<file path="config.mk">
export PLATFORM = sky130hd
export DESIGN_NAME = countdown_timer
export DESIGN_NICKNAME = d
export VERILOG_FILES = /design/src/rtl/timer_pkg.sv /design/src/rtl/bcd_digit.sv /design/src/rtl/countdown_timer.sv
export SDC_FILE = /design/constraint.sdc
export NUM_CORES = 1
export LEC_CHECK = 0
export CORE_MARGIN = 2
export CORE_UTILIZATION = 65
export DETAILED_ROUTE_END_ITERATION = 6
export PLACE_DENSITY = 0.95
export REMOVE_ABC_BUFFERS = 1
export SETUP_SLACK_MARGIN = 0.1
export SYNTH_ARGS = -nofsm -noshare
export SYNTH_HDL_FRONTEND = slang
export SYNTH_HIERARCHICAL = 1
export SYNTH_SLANG_ARGS = --single-unit
</file>
<file path="constraint.sdc">
create_clock -name clk -period 8.1 [get_ports clk]
set_input_delay 2.43 -clock clk [delete_from_list [all_inputs] [get_ports clk]]
set_output_delay 2.43 -clock clk [all_outputs]
set_load 0.1 [all_outputs]
</file>
<file path="src/rtl/timer_pkg.sv">
// Shared types, default timing constants and the seven-segment decoder for
// the MM:SS countdown timer.
package timer_pkg;

  localparam int unsigned DEF_TICK_DIV   = 32'd50_000_000;
  localparam int unsigned DEF_REPEAT_DIV = 32'd25_000_000;
  localparam int unsigned DEF_BLINK_ON   = 32'd10_000_000;

  typedef enum logic [1:0] {
    ST_IDLE   = 2'd0,
    ST_RUN    = 2'd1,
    ST_PAUSED = 2'd2,
    ST_DONE   = 2'd3
  } state_t;

  typedef logic [3:0] digit_t;

  // Active-low segments, bit order gfedcba; non-BCD codes blank the display.
  function automatic logic [6:0] seg7(input digit_t d);
    logic [6:0] seg;
    case (d)
      4'd0:    seg = 7'h40;
      4'd1:    seg = 7'h79;
      4'd2:    seg = 7'h24;
      4'd3:    seg = 7'h30;
      4'd4:    seg = 7'h19;
      4'd5:    seg = 7'h12;
      4'd6:    seg = 7'h02;
      4'd7:    seg = 7'h78;
      4'd8:    seg = 7'h00;
      4'd9:    seg = 7'h10;
      default: seg = 7'h7F;
    endcase
    return seg;
  endfunction

endpackage

</file>
<file path="src/rtl/bcd_digit.sv">
// One modulo-N BCD digit. Clear beats decrement beats increment; borrow_o and
// carry_o flag a wrap on this edge so digits can be chained.
module bcd_digit
  import timer_pkg::*;
#(
  parameter int unsigned N = 32'd10
) (
  input  logic   clk,
  input  logic   rst,
  input  logic   clr_i,
  input  logic   inc_i,
  input  logic   dec_i,
  output digit_t value_o,
  output logic   borrow_o,
  output logic   carry_o
);

  localparam digit_t MAX = digit_t'(N - 32'd1);

  digit_t value_q, value_d;

  // Next digit value.
  always_comb begin
    value_d = value_q;
    if (clr_i) begin
      value_d = 4'd0;
    end else if (dec_i) begin
      value_d = (value_q == 4'd0) ? MAX : value_q - 4'd1;
    end else if (inc_i) begin
      value_d = (value_q == MAX) ? 4'd0 : value_q + 4'd1;
    end else begin
      value_d = value_q;
    end
  end

  // Digit register.
  always_ff @(posedge clk or negedge rst) begin
    if (!rst) begin
      value_q <= 4'd0;
    end else begin
      value_q <= value_d;
    end
  end

  assign value_o  = value_q;
  assign borrow_o = dec_i && (value_q == 4'd0);
  assign carry_o  = inc_i && (value_q == MAX);

endmodule

</file>
<file path="src/rtl/countdown_timer.sv">
// MM:SS countdown timer with key-driven editing, start/pause/acknowledge on
// KEY1, auto-repeat on held edit keys and a blinking expiry LED.
module countdown_timer
  import timer_pkg::*;
#(
  parameter int unsigned TICK_DIV   = DEF_TICK_DIV,
  parameter int unsigned REPEAT_DIV = DEF_REPEAT_DIV,
  parameter int unsigned BLINK_ON   = DEF_BLINK_ON
) (
  input  logic       clk,
  input  logic       rst,
  input  logic       SW1,
  input  logic       KEY0,
  input  logic       KEY1,
  input  logic       KEY2,
  input  logic       KEY3,
  output logic [6:0] HEX0,
  output logic [6:0] HEX1,
  output logic [6:0] HEX2,
  output logic [6:0] HEX3,
  output logic       LED9,
  output logic       LED7
);

  localparam int unsigned PW = (TICK_DIV > 32'd1) ? $clog2(TICK_DIV) : 32'd1;
  localparam int unsigned RW = (REPEAT_DIV > 32'd1) ? $clog2(REPEAT_DIV) : 32'd1;
  localparam logic [PW-1:0] TICK_MAX = PW'(TICK_DIV - 32'd1);
  localparam logic [RW-1:0] REP_MAX  = RW'(REPEAT_DIV - 32'd1);
  // Synchronizer bit order {SW1, KEY3, KEY2, KEY1, KEY0}; KEY0 idles high.
  localparam logic [4:0] SYNC_IDLE = 5'b00001;

  logic [4:0]    sync1_q, sync2_q;
  logic          key1_prev_q;
  state_t        state_q, state_d;
  logic [PW-1:0] presc_q, presc_d;
  logic [PW-1:0] blink_q, blink_d;
  logic [RW-1:0] rep_q, rep_d;

  logic   clr_s, key1_edge_s, key2_s, key3_s, sw1_s;
  logic   zero_s, last_s, tick_s, dec_s, held_s, edit_en_s;
  logic   sec_inc_s, min_inc_s;
  logic   b0_s, b1_s, b2_s, c0_s, c2_s;
  logic [2:0] unused_roll_s;
  digit_t sec_ones_s, sec_tens_s, min_ones_s, min_tens_s;

  // Input synchronizers and KEY1 edge history.
  always_ff @(posedge clk or negedge rst) begin
    if (!rst) begin
      sync1_q     <= SYNC_IDLE;
      sync2_q     <= SYNC_IDLE;
      key1_prev_q <= 1'b0;
    end else begin
      sync1_q     <= {SW1, KEY3, KEY2, KEY1, KEY0};
      sync2_q     <= sync1_q;
      key1_prev_q <= sync2_q[1];
    end
  end

  assign clr_s       = ~sync2_q[0];
  assign key1_edge_s = sync2_q[1] & ~key1_prev_q;
  assign key2_s      = sync2_q[2];
  assign key3_s      = sync2_q[3];
  assign sw1_s       = sync2_q[4];

  assign zero_s = ({min_tens_s, min_ones_s, sec_tens_s, sec_ones_s} == 16'h0000);
  assign last_s = ({min_tens_s, min_ones_s, sec_tens_s, sec_ones_s} == 16'h0001);
  // A KEY1 edge in RUN pauses instead of consuming the tick on that edge.
  assign tick_s = (state_q == ST_RUN) && (presc_q == TICK_MAX) && !key1_edge_s && !clr_s;
  assign dec_s  = tick_s && !zero_s;

  assign held_s    = key2_s ^ key3_s;
  assign edit_en_s = sw1_s && !clr_s && held_s && (rep_q == {RW{1'b0}}) &&
                     ((state_q == ST_IDLE) || (state_q == ST_PAUSED));
  assign sec_inc_s = edit_en_s && key2_s;
  assign min_inc_s = edit_en_s && key3_s;

  // Next state.
  always_comb begin
    state_d = state_q;
    if (clr_s) begin
      state_d = ST_IDLE;
    end else begin
      case (state_q)
        ST_IDLE:   state_d = (key1_edge_s && !zero_s) ? ST_RUN : ST_IDLE;
        ST_RUN: begin
          if (key1_edge_s) begin
            state_d = ST_PAUSED;
          end else if (tick_s && (zero_s || last_s)) begin
            state_d = ST_DONE;
          end else begin
            state_d = ST_RUN;
          end
        end
        ST_PAUSED: state_d = key1_edge_s ? ST_RUN : ST_PAUSED;
        ST_DONE:   state_d = key1_edge_s ? ST_IDLE : ST_DONE;
        default:   state_d = ST_IDLE;
      endcase
    end
  end

  // Prescaler, auto-repeat and blink counters.
  always_comb begin
    presc_d = presc_q;
    if (clr_s) begin
      presc_d = {PW{1'b0}};
    end else if ((state_d == ST_RUN) && (state_q != ST_RUN)) begin
      presc_d = {PW{1'b0}};
    end else if (state_q == ST_RUN) begin
      presc_d = (presc_q == TICK_MAX) ? {PW{1'b0}} : presc_q + 1'b1;
    end else begin
      presc_d = presc_q;
    end

    rep_d = {RW{1'b0}};
    if (held_s) begin
      rep_d = (rep_q == REP_MAX) ? {RW{1'b0}} : rep_q + 1'b1;
    end else begin
      rep_d = {RW{1'b0}};
    end

    blink_d = (blink_q == TICK_MAX) ? {PW{1'b0}} : blink_q + 1'b1;
  end

  // Control registers.
  always_ff @(posedge clk or negedge rst) begin
    if (!rst) begin
      state_q <= ST_IDLE;
      presc_q <= {PW{1'b0}};
      rep_q   <= {RW{1'b0}};
      blink_q <= {PW{1'b0}};
    end else begin
      state_q <= state_d;
      presc_q <= presc_d;
      rep_q   <= rep_d;
      blink_q <= blink_d;
    end
  end

  // Seconds never carry into minutes on an edit; only borrows chain across.
  bcd_digit #(.N(32'd10)) u_sec_ones (
    .clk(clk), .rst(rst), .clr_i(clr_s), .inc_i(sec_inc_s), .dec_i(dec_s),
    .value_o(sec_ones_s), .borrow_o(b0_s), .carry_o(c0_s)
  );
  bcd_digit #(.N(32'd6)) u_sec_tens (
    .clk(clk), .rst(rst), .clr_i(clr_s), .inc_i(c0_s), .dec_i(b0_s),
    .value_o(sec_tens_s), .borrow_o(b1_s), .carry_o(unused_roll_s[0])
  );
  bcd_digit #(.N(32'd10)) u_min_ones (
    .clk(clk), .rst(rst), .clr_i(clr_s), .inc_i(min_inc_s), .dec_i(b1_s),
    .value_o(min_ones_s), .borrow_o(b2_s), .carry_o(c2_s)
  );
  bcd_digit #(.N(32'd10)) u_min_tens (
    .clk(clk), .rst(rst), .clr_i(clr_s), .inc_i(c2_s), .dec_i(b2_s),
    .value_o(min_tens_s), .borrow_o(unused_roll_s[1]), .carry_o(unused_roll_s[2])
  );

  assign HEX0 = seg7(sec_ones_s);
  assign HEX1 = seg7(sec_tens_s);
  assign HEX2 = seg7(min_ones_s);
  assign HEX3 = seg7(min_tens_s);
  assign LED9 = (state_q == ST_RUN);
  assign LED7 = (state_q == ST_DONE) && (32'(blink_q) < BLINK_ON);

endmodule

</file>
==> impl_metrics.ini, run 1 <==
[min_path]
worst_hold_path_type = reg2reg

[placement]
place_congestion = 0.876
io_buffers = 36
hpwl_mm = 10.3
place_inst = 925

[routing]
wl_mm = 15.3
drt_iter0_markers = 437
antenna_left = 0
viasPerCell = 6.34
drt-pass1-iter-count = 5
via_count = 5967
post_drt_wl_per_cell_um = 16.2
drc = 0

[worst_setup_path]
cp_slowest_cell = clkdlybuf4s50_1
cp_max_fo = 7
arrival_ns = 3.05
required_ns = 5.67
startpoint_type = register
crit_path_cell_trace = or2_2 -> a31o_2 -> a211oi_1 -> o21ai_0 -> a31oi_1 -> clkdlybuf4s50_1
cp-end-kind = primary output
crit_path_max_incr_delay_ns = 1.15
crit_type = reg2out

[die]
dieArea_mm2 = 0.0113
die_h_um = 106
rows = 37
initial_utilization_pct = 66.5
ios = 37
chipWidth_um = 106
fp.coreArea_mm2 = 0.0102

[sta]
holdWs_ns = 0.363
slew_violations = 0
clock_skew_ns = 0.0172
fin_crit_sh_pct = 67.7
finalHoldViolCount = 0
max_slew.worst_pin.slew_ns = 1.05
final-setup-viol-count = 0
rsz0062_at_grt = no
timing.setup.tns_ns = 0
post-route-min-period_ns = 5.48
fmax_ghz = 0.182
slew_headroom_pct = 30.0

[finish]
multi_input_area_mm2 = 0.00385
finish.utilization_pct = 72.7
n_fill_cell = 719
n_antenna_cell = 0
area_growth_pct = 9.21
layout.cells.non_filler = 941
drive_gt1_share_pct = 6.58
regArea_mm2 = 0.00266
nets = 845

[clocking]
ctsRootBufferMaster = clkbuf_8
clk_pin_slew_ns = 0.10
cts_max_level = 3
clockBufferDepth = 2
clkSinkCount = 106
ctsResizeCount = 0
cts-buffers-inserted = 9
cts_tree = yes
clk_latency_ns = 0.39
hold_buffers = 0
post-cts-setup-buffers = 0

[yosys]
postSynthCellCount = 775
yosysWarnings = 6
syn_area_per_cell_um2 = 8.78
synth_area_mm2 = 0.00681

[global_route]
track_usage_pct = 27.8
gr-total-overflow = 0
grt_antenna_before_repair = 0
grt_max_degree = 59
grt_pass1_wl_mm = 25.9
grt_pass1_vias = 5776

[run]
drv_cap = 0

[pwr]
power_leakage_nw = 3.09
total_power_w = 0.000972
ir_drop_v = 0.0000999
p_per_area_mw_per_mm2 = 131

[status]
run_status = finished clean
through the flow:
step                setup slack [ns]  area [um2]
floorplan                       2.62        6660
global placement                3.06        7210
detailed placement              3.04        7210
CTS                             2.62        7430
global route                    2.51        7430
finish                          2.62        7430
critical path: cells and delay by family, from the launching register on:
kind,cells,cell delay (ns)
buffers and inverters,1,1.15
AOI/OAI and AO/OA,4,0.75
DFF,1,0.46
and+or+nand+nor,1,0.32
power by group:
part / internal [W] / leakage (nW) / switching (W)
Clock: 0.000158 / 0.108 / 0.000199
Combinational: 0.0000210 / 1.55 / 0.0000514
Sequential: 0.000535 / 1.44 / 0.00000708
sequential cells by signal, indices dropped and copies added (netlist names):
signal,cells
u_min_ones/value_o,4
sync1_q,5
blink_q,26
u_sec_tens/value_o,4
state_q,2
u_min_tens/value_o,4
u_sec_ones/value_o,4
rep_q,25
presc_q,26
key1_prev_q,1
sync2_q,5
cell type report:
class                   instances  area share (%)
flip-flops and latches        106            35.7
repair buffers                 39            5.12
well taps                     136            2.29
multi-input cells             601            51.7
inverters                      43            2.17
clock buffers                  10            1.85
clock inverters                 6            1.11
placed cells by master, fill, tap and decap left out, types with 16 or more instances in the layout:
cell	instances
a31oi_1	27
nor2_1	99
nor4_1	22
ha_1	38
nand3_1	40
nand2_1	60
nand4_1	16
o21ai_0	30
clkdlybuf4s50_1	35
a21oi_1	38
dfrtp_1	104
inv_1	42
xnor2_1	36
metal layers:
metal / routed length, um / GRT usage [%] / up-vias
met1: 6320 / 34.9 / 2889
met3: 894 / 4.29 / 34
met2: 7770 / 49.3 / 243
met5: 0 / 0 / -
li1: - / - / 2801
met4: 273 / 8.83 / 0
final timing paths:
kind | start | depth (start not counted) | to | slack (ns)
max | blink_q[7] | 6 | LED7 | 2.62
min | sync1_q[3] | 0 | sync2_q[3] | 0.36
max reg2reg | presc_q[18] | 11 | u_min_tens/value_o[2] | 3.81
min reg2reg | sync1_q[3] | 0 | sync2_q[3] | 0.36
max in group asynchronous | rst | 2 | u_sec_tens/value_o[0] | 4.90
min in group asynchronous | rst | 1 | blink_q[16] | 2.04
(Power assumes the default switching activity.)
==> inputs of run 2 (changes only) <==
--- a/config.mk
+++ b/config.mk
@@ -6,9 +6,9 @@
 export NUM_CORES = 1
 export LEC_CHECK = 0
 export CORE_MARGIN = 2
-export CORE_UTILIZATION = 65
+export CORE_UTILIZATION = 61
 export DETAILED_ROUTE_END_ITERATION = 6
-export PLACE_DENSITY = 0.95
+export PLACE_DENSITY = 0.92
 export REMOVE_ABC_BUFFERS = 1
 export SETUP_SLACK_MARGIN = 0.1
 export SYNTH_ARGS = -nofsm -noshare
==> constraint.sdc (replaced) <==
create_clock -name clk -period 5.1 [get_ports clk]
set_input_delay 1.53 -clock clk [delete_from_list [all_inputs] [get_ports clk]]
set_output_delay 1.53 -clock clk [all_outputs]
set_load 0.1 [all_outputs]
==> run 2 against run 1 <==
Setup slack worse by 1.9 ns; combinational power is 57% higher; flip-flop and latch count stayed put; cell area is 0.29% lower; routed wire length is 3.2% lower; critical path depth stayed put; clock power is 47% higher; register-to-register slack worse by 2.9 ns.
==> impl_metrics.ini, run 2 (synthesized netlist as in run 1, its figures left out) <==
[routing]
drt_iter0_markers = 599
post_drt_wl_per_cell_um = 15.6
drt-pass1-iter-count = 7
drc = 0
antenna_left = 0
wl_mm = 14.8
via_count = 5898
viasPerCell = 6.24

[global_route]
grt_antenna_before_repair = 0
gr-total-overflow = 0
grt_util_met3_pct = 4.98
track_usage_pct = 25.9
grt_max_degree = 79
met1_usage_pct = 34.1
grt_pass1_vias = 5606
met2_usage_pct = 42.5
busiest_layer = met2
grt_pass1_wl_mm = 25.2

[worst_setup_path]
cp-end-kind = primary output
cp_max_fo = 11
crit_type = reg2out
cp_slowest_cell = clkdlybuf4s50_1
crit_path_max_incr_delay_ns = 1.16
r2r_cells = 11
required_ns = 3.57
crit_path_cell_trace = inv_1 -> ha_1 -> mux2i_1 -> nor2_1 -> a31oi_1 -> clkdlybuf4s50_1
arrival_ns = 2.90
startpoint_type = register

[placement]
placed_cell_area_mm2 = 0.00722
hpwl_mm = 10.0
io_buffers = 36
place_ws_ns = 1.11
place_congestion = 0.880

[pwr]
p_sw_share_pct = 25.5
p_per_area_mw_per_mm2 = 202
intPower_w = 0.00112
pwr-share-clk_pct = 35.0
seq_power_share_pct = 57.4
p_comb_share_pct = 7.6
power_leakage_nw = 3.08
switchingPower_w = 0.000382
ir_drop_v = 0.000120

[clocking]
hold_buffers = 0
cts_tree = yes
cts-buffers-inserted = 9
cts_max_level = 3
clk_pin_slew_ns = 0.10
ctsRootBufferMaster = clkbuf_8
post-cts-setup-buffers = 0
clk_latency_ns = 0.38
ctsResizeCount = 0
clkSinkCount = 106
clockBufferDepth = 2

[finish]
final_area_mm2 = 0.00741
area_growth_pct = 8.90
biggestRegsByFlops = blink_q (26), presc_q (26), rep_q (25)
drive_gt1_share_pct = 6.46
finish.utilization_pct = 68.4
final_common_cell = dfrtp_1
nets = 845
final_cell_mix = dfrtp_1 (104), nor2_1 (99), nand2_1 (60)
n_fill_cell = 791
n_antenna_cell = 0

[sta]
fmax_ghz = 0.226
final-setup-viol-count = 0
rsz0062_at_grt = no
slew_violations = 0
post-route-min-period_ns = 4.43
finalHoldViolCount = 0
slew_headroom_pct = 29.4
clock_skew_ns = 0.00985
fin_crit_sh_pct = 86.9
max_slew.worst_pin.slew_ns = 1.06
timing.setup.tns_ns = 0
holdWs_ns = 0.358
timing.final.ws_setup_ns = 0.669

[die]
die_h_um = 110
initial_utilization_pct = 62.8
ios = 37
rows = 38
dieArea_mm2 = 0.0120
fp.coreArea_mm2 = 0.0108
chipWidth_um = 110

[status]
run_status = finished clean

[min_path]
worst_hold_path_type = reg2reg
hold_depth = 0

[run]
drv_cap = 0
run 2: cell types whose count changed in the layout (fill, tap and decap cells not counted):
cell / before / now
clkinvlp_4: 1 / 2
buf_4: 4 / 5
clkbuf_8: 10 / 9
clkbuf_1: 0 / 2
clkinv_8: 1 / 0
clkdlybuf4s50_1: 35 / 34
inv_6: 2 / 1
run 2: metrics by stage:
step                      total power (W)  cells
after global placement           0.000986    929
after floorplan                  0.000946    750
after detailed placement         0.000991    929
after global routing              0.00156    945
after CTS                         0.00151    945
final                             0.00150    945
run 2: worst paths after layout:
path                                          to                   from  slack [ns]
max in group asynchronous             sync1_q[0]                    rst        2.84
max                                      HEX0[4]  u_sec_ones/value_o[1]        0.67
min in group asynchronous            blink_q[12]                    rst        1.28
min                                   sync2_q[2]             sync1_q[2]        0.36
max reg2reg                u_min_tens/value_o[2]            presc_q[18]        0.92
min reg2reg                           sync2_q[2]             sync1_q[2]        0.36
run 2: area by class of cell:
cell class                 instances  area [um2]  area share (%)
multi-input combinational        601        3850            51.9
sequential                       106        2660            35.8
timing repair buffer              39         378            5.10
tap                              140         175            2.36
inverter                          43         161            2.18
clock buffer                      11         131            1.77
clock inverter                     5        65.1           0.878
run 2: critical path, delay by kind of cell (launching register included):
family	cells	cell delay [ns]
buffers and inverters	2	1.35
adders and majority gates	1	0.25
and+or+nand+nor	1	0.05
AOI/OAI and AO/OA	1	0.17
DFF	1	0.56
muxes	1	0.13
run 2: routing by layer:
layer,routed length (um),share of wire [%]
met3,844,5.7
met2,7270,49
met4,313,2.1
met5,0,0
met1,6340,43
run 2: power by group through the flow:
stage	sequential (W)	clock (W)	combinational, W
after CTS	0.000860	0.000538	0.000114
after floorplan	0.000874	0	0.0000720
after global placement	0.000876	0	0.000110
final	0.000860	0.000524	0.000114
after detailed placement	0.000877	0	0.000114
after global routing	0.000863	0.000574	0.000127
==> inputs of run 3 (changes only) <==
--- a/config.mk
+++ b/config.mk
@@ -5,10 +5,11 @@
 export SDC_FILE = /design/constraint.sdc
 export NUM_CORES = 1
 export LEC_CHECK = 0
+export ABC_AREA = 1
 export CORE_MARGIN = 2
-export CORE_UTILIZATION = 61
+export CORE_UTILIZATION = 62
 export DETAILED_ROUTE_END_ITERATION = 6
-export PLACE_DENSITY = 0.92
+export PLACE_DENSITY = 0.93
 export REMOVE_ABC_BUFFERS = 1
 export SETUP_SLACK_MARGIN = 0.1
 export SYNTH_ARGS = -nofsm -noshare
==> run 3 against run 2 <==
Combinational power rose to 5.0 times the previous value; clock power up 33%; synthesized cell count up 30%; critical path depth unchanged; utilization up 0.69 points; routed wire length up 11%.
==> impl_metrics.ini, run 3 <==
[worst_setup_path]
cp_max_fo = 5
cp-end-kind = primary output
crit_type = reg2out
crit_path_cell_trace = or2_2 -> nor4_1 -> o2111ai_1 -> nand3_1 -> nor2_1 -> clkdlybuf4s50_1
r2r_cells = 14
startpoint_type = register
arrival_ns = 2.79
cp_num_buf_inv = 1
cp_slowest_cell = clkdlybuf4s50_1
cp_top_family = buffers and inverters
crit_path_max_incr_delay_ns = 0.96
required_ns = 3.57
critical_path_depth = 6

[pwr]
p_comb_share_pct = 26.3
p_per_area_mw_per_mm2 = 262
ir_drop_v = 0.000240
power_leakage_nw = 3.72
intPower_w = 0.00138
seq_power_share_pct = 41.4
pwr-share-clk_pct = 32.3
p_sw_share_pct = 35.9
switchingPower_w = 0.000773

[placement]
placed_cell_area_mm2 = 0.00794
place_inst = 1176
io_buffers = 36
hpwl_mm = 12.0
place_congestion = 0.997

[clocking]
cts-buffers-inserted = 9
clk_latency_ns = 0.36
post-cts-setup-buffers = 0
cts_max_level = 3
hold_buffers = 0
cts_tree = yes
ctsRootBufferMaster = clkbuf_16
clockBufferDepth = 2
clk_pin_slew_ns = 0.07
ctsResizeCount = 0
clkSinkCount = 106

[routing]
wirelength_met1_mm = 7.41
met3_length_um = 911
drc = 0
drt-pass1-iter-count = 5
drt_iter0_markers = 732
viasPerCell = 5.68
post_drt_wl_per_cell_um = 13.8
dr.max_layer_used = met4
wl_mm = 16.4
via_count = 6767
route.met2.wl_mm = 7.85
antenna_left = 0

[status]
run_status = finished clean

[global_route]
grt_max_degree = 78
grt_pass1_vias = 6377
grt_antenna_before_repair = 0
track_usage_pct = 27.2
gr-total-overflow = 0
grt_pass1_wl_mm = 29.0

[yosys]
synth_area_mm2 = 0.00749
syn_area_per_cell_um2 = 7.45
yosysWarnings = 6
postSynthCellCount = 1006

[finish]
layout.cells.non_filler = 1192
final_cell_mix = nand2_1 (178), inv_1 (127), nor2_1 (116)
area_growth_pct = 9.78
final_common_cell = nand2_1
biggestRegsByFlops = blink_q (26), presc_q (26), rep_q (25)
nets = 1085
n_fill_cell = 958
drive_gt1_share_pct = 9.76
final_area_mm2 = 0.00823
n_antenna_cell = 0

[sta]
max_slew.worst_pin.slew_ns = 1.10
post-route-min-period_ns = 4.32
fmax_ghz = 0.232
final-setup-viol-count = 0
clock_skew_ns = 0.00910
slew_headroom_pct = 26.1
fin_crit_sh_pct = 84.7
finalHoldViolCount = 0
rsz0062_at_grt = no
timing.setup.tns_ns = 0
slew_violations = 0

[die]
dieArea_mm2 = 0.0130
ios = 37
initial_utilization_pct = 62.9
chipWidth_um = 114
rows = 40
fp.coreArea_mm2 = 0.0119
die_h_um = 114

[run]
drv_cap = 0

[min_path]
hold_depth = 0
worst_hold_path_type = reg2reg
run 3: final cells by class:
cell class	count	area (um2)	area share, %
Clock buffer	12	236	2.87
Clock inverter	4	51.3	0.624
Inverter	145	544	6.62
Multi-Input combinational cell	739	4180	50.8
Sequential cell	106	2660	32.3
Tap cell	147	184	2.24
Timing Repair Buffer	39	378	4.59
run 3: metrics by stage:
step           worst slack, ns  total power (W)  utilization (%)  hold WS (ns)
6_report                 0.782          0.00215             69.1         0.356
5_1_grt                  0.644          0.00225             69.1         0.371
3_3_place_gp              1.29          0.00146             66.6         0.337
2_1_floorplan            0.502          0.00133                -         0.331
3_5_place_dp              1.23          0.00147             66.6         0.351
4_1_cts                  0.823          0.00217             69.1         0.366
run 3: path summary, 6_finish.rpt:
path | from | slack (ns) | end
setup reg to reg | sync2_q[0] | 1.71 | u_min_tens/value_o[2]
hold / removal | sync1_q[3] | 0.36 | sync2_q[3]
min in group asynchronous | rst | 1.31 | blink_q[10]
hold reg to reg | sync1_q[3] | 0.36 | sync2_q[3]
setup / recovery | blink_q[18] | 0.78 | LED7
max in group asynchronous | rst | 2.84 | sync2_q[4]
run 3: power by group through the flow:
stage               Combinational [W]  Clock (W)  Sequential [W]
floorplan                    0.000434          0        0.000901
global placement             0.000556          0        0.000906
detailed placement           0.000564          0        0.000908
CTS                          0.000566   0.000711        0.000892
global route                 0.000610   0.000744        0.000898
finish                       0.000566   0.000695        0.000892
run 3: metal layers:
layer / vias to the layer above / global-route usage [%]
met4: 0 / 7.97
li1: 3383 / -
met1: 3142 / 36.8
met2: 212 / 45.0
met5: - / 0
met3: 30 / 4.84
==> variant, RTL diff (settings of run 1) <==
Set the package constant `DEF_TICK_DIV` to 32'd100000000 (it was 32'd50_000_000).
--- a/src/rtl/timer_pkg.sv
+++ b/src/rtl/timer_pkg.sv
@@ -2,7 +2,7 @@
 // the MM:SS countdown timer.
 package timer_pkg;
 
-  localparam int unsigned DEF_TICK_DIV   = 32'd50_000_000;
+  localparam int unsigned DEF_TICK_DIV   = 32'd100000000;
   localparam int unsigned DEF_REPEAT_DIV = 32'd25_000_000;
   localparam int unsigned DEF_BLINK_ON   = 32'd10_000_000;
 
Check against the original RTL: no difference found for any inputs over 10 cycles, from zero or initial values and one cycle with rst low; that may be too few to reach the edited logic, so the function may still have changed.
==> variant against run 1 <==
  * Sequential share of layout area decreased by 0.63 points
  * Critical path depth unchanged
  * Sequential cell count increased by 2
  * Design area increased by 3.7%
  * Synthesized area increased by 4.2%
  * Die area increased by 4.0%
  * Largest power group unchanged
  * Global-route usage decreased by 0.84 points
  * Routed wire length decreased by 1.6%
  * Setup slack improved by 0.029 ns
  * Total power decreased by 0.30%
  * Count of clock-buffer cells in the layout decreased by 1
  * Critical path type unchanged
  * Maximum frequency increased by 0.53%
  * Highest routed layer unchanged
==> variant: results (changes against run 1) <==
Status
  – Status: complete, no violations (unchanged)

Min path
  – Hold depth: 0 (unchanged)
  – Worst hold path class: flip-flop to flip-flop (unchanged)
  – Worst hold start: sync1_q[1]$_DFF_PN0_ (was sync1_q[3]$_DFF_PN0_)
  – Hold EP: sync2_q[1]$_DFF_PN0_ (was sync2_q[3]$_DFF_PN0_)

Placement
  – Gpl congestion: 0.914 (was 0.876)
  – Detailed Place HPWL: 10.3 mm (about the same)
  – Pre-CTS WS: 3.11 ns (was 3.04 ns)
  – IO buf count: 36 (unchanged)

Drt
  – Vias: 6,101 (was 5,967)
  – Starting DRT DRC Count: 472 (was 437)
  – Post-Route WL: 15.0 mm (was 15.3 mm)
  – Initial DRT Pass Iterations: 5 (unchanged)

Clock tree
  – TritonCTS Buffers: 9 (unchanged)
  – Root buf cell: clkbuf_8 (unchanged)
  – Post-CTS sizing: 0 (unchanged)
  – Clock-pin transition on the worst setup and hold timing paths: 0.11 ns
  – H-tree level count: 3 (unchanged)
  – Max Buffers Root-to-Sink: 2 (unchanged)
  – Post-CTS Setup Bufs: 0 (unchanged)
  – Insertion delay of the later-clocked pin in the worst-skew pair: 0.39 ns (about the same)

GRT
  – Initial antenna violation count: 0 (unchanged)
  – GR Util All Layers: 0.270 (was 0.278)
  – First-pass GRT wire length: 25.9 mm (about the same)
  – Number of global-route vias before repair: 5,593 (was 5,776)
  – Largest net degree at the start of global routing: 67 (was 59)

Final layout
  – Largest regs: blink_q: 27 flops, presc_q: 27 flops, rep_q: 25 flops (was blink_q: 26 flops, presc_q: 26 flops, rep_q: 25 flops)
  – Antenna Diode Count: 0 (unchanged)
  – Final nets: 876 (was 845)
  – Layout cell share with drive strength beyond 1: 0.0718 (was 0.0658)

Setup path
  – FF-to-FF End: u_min_tens/value_o[2]$_DFFE_PN0P_ (unchanged)
  – FF-to-FF Start: presc_q[0]$_DFFE_PN0P_ (was presc_q[18]$_DFFE_PN0P_)
  – CP peak stage delay: 1.14 ns
  – Crit path max fanout: 6 (was 7)
  – CP startpoint: blink_q[7]$_DFF_PN0_ (unchanged)
  – Worst setup path end: LED7 (unchanged)
  – Delay-heaviest family, CP: buffers and inverters (unchanged)
  – CP max stage cell: clkdlybuf4s50_1 (unchanged)
  – CP Data Arrival Time: 3.02 ns (was 3.05 ns)
  – R2R depth: 12 (was 11)
  – Reg2Reg Setup Slack: 3.95 ns (was 3.81 ns)

Timing
  – Final WS setup: 2.65 ns (was 2.62 ns)
  – Clock Skew: 0.0181 ns (was 0.0172 ns)
  – Slew headroom: 0.319 (was 0.300)

Pwr
  – Leak: 3.28 nW (was 3.09 nW)
  – VDD IR max: 0.123 mV (was 0.0999 mV)

Synth
  – Yosys Warn Count: 6 (unchanged)
[variant: metrics by stage]
stage / cells / hold WS [ns] / cell area, µm²
final: 976 / 0.355 / 7710
after global routing: 976 / 0.352 / 7710
after floorplan: 782 / 0.331 / 6950
after CTS: 976 / 0.355 / 7710
after global placement: 960 / 0.332 / 7500
after detailed placement: 960 / 0.335 / 7500
[variant: metal layers]
metal / global-route usage / part of all wire / vias to the layer above
li1: - / - / 2934
met1: 0.369 / 0.44 / 2945
met2: 0.431 / 0.48 / 189
met3: 0.0555 / 0.054 / 33
met4: 0.0888 / 0.020 / 0
met5: 0 / 0 / -
[variant: cell type report]
cell class / count / area (µm²)
fill: 819 / 3040
multi-input combinational: 631 / 4090
clock buffer: 9 / 124
tap: 140 / 175
timing repair buffer: 38 / 373
inverter: 43 / 161
clock inverter: 7 / 86.3
sequential: 108 / 2710
[variant: power breakdown]
part	switching (mW)	internal, mW
clock	0.201	0.148
sequential	0.00761	0.545
combinational	0.0494	0.0180
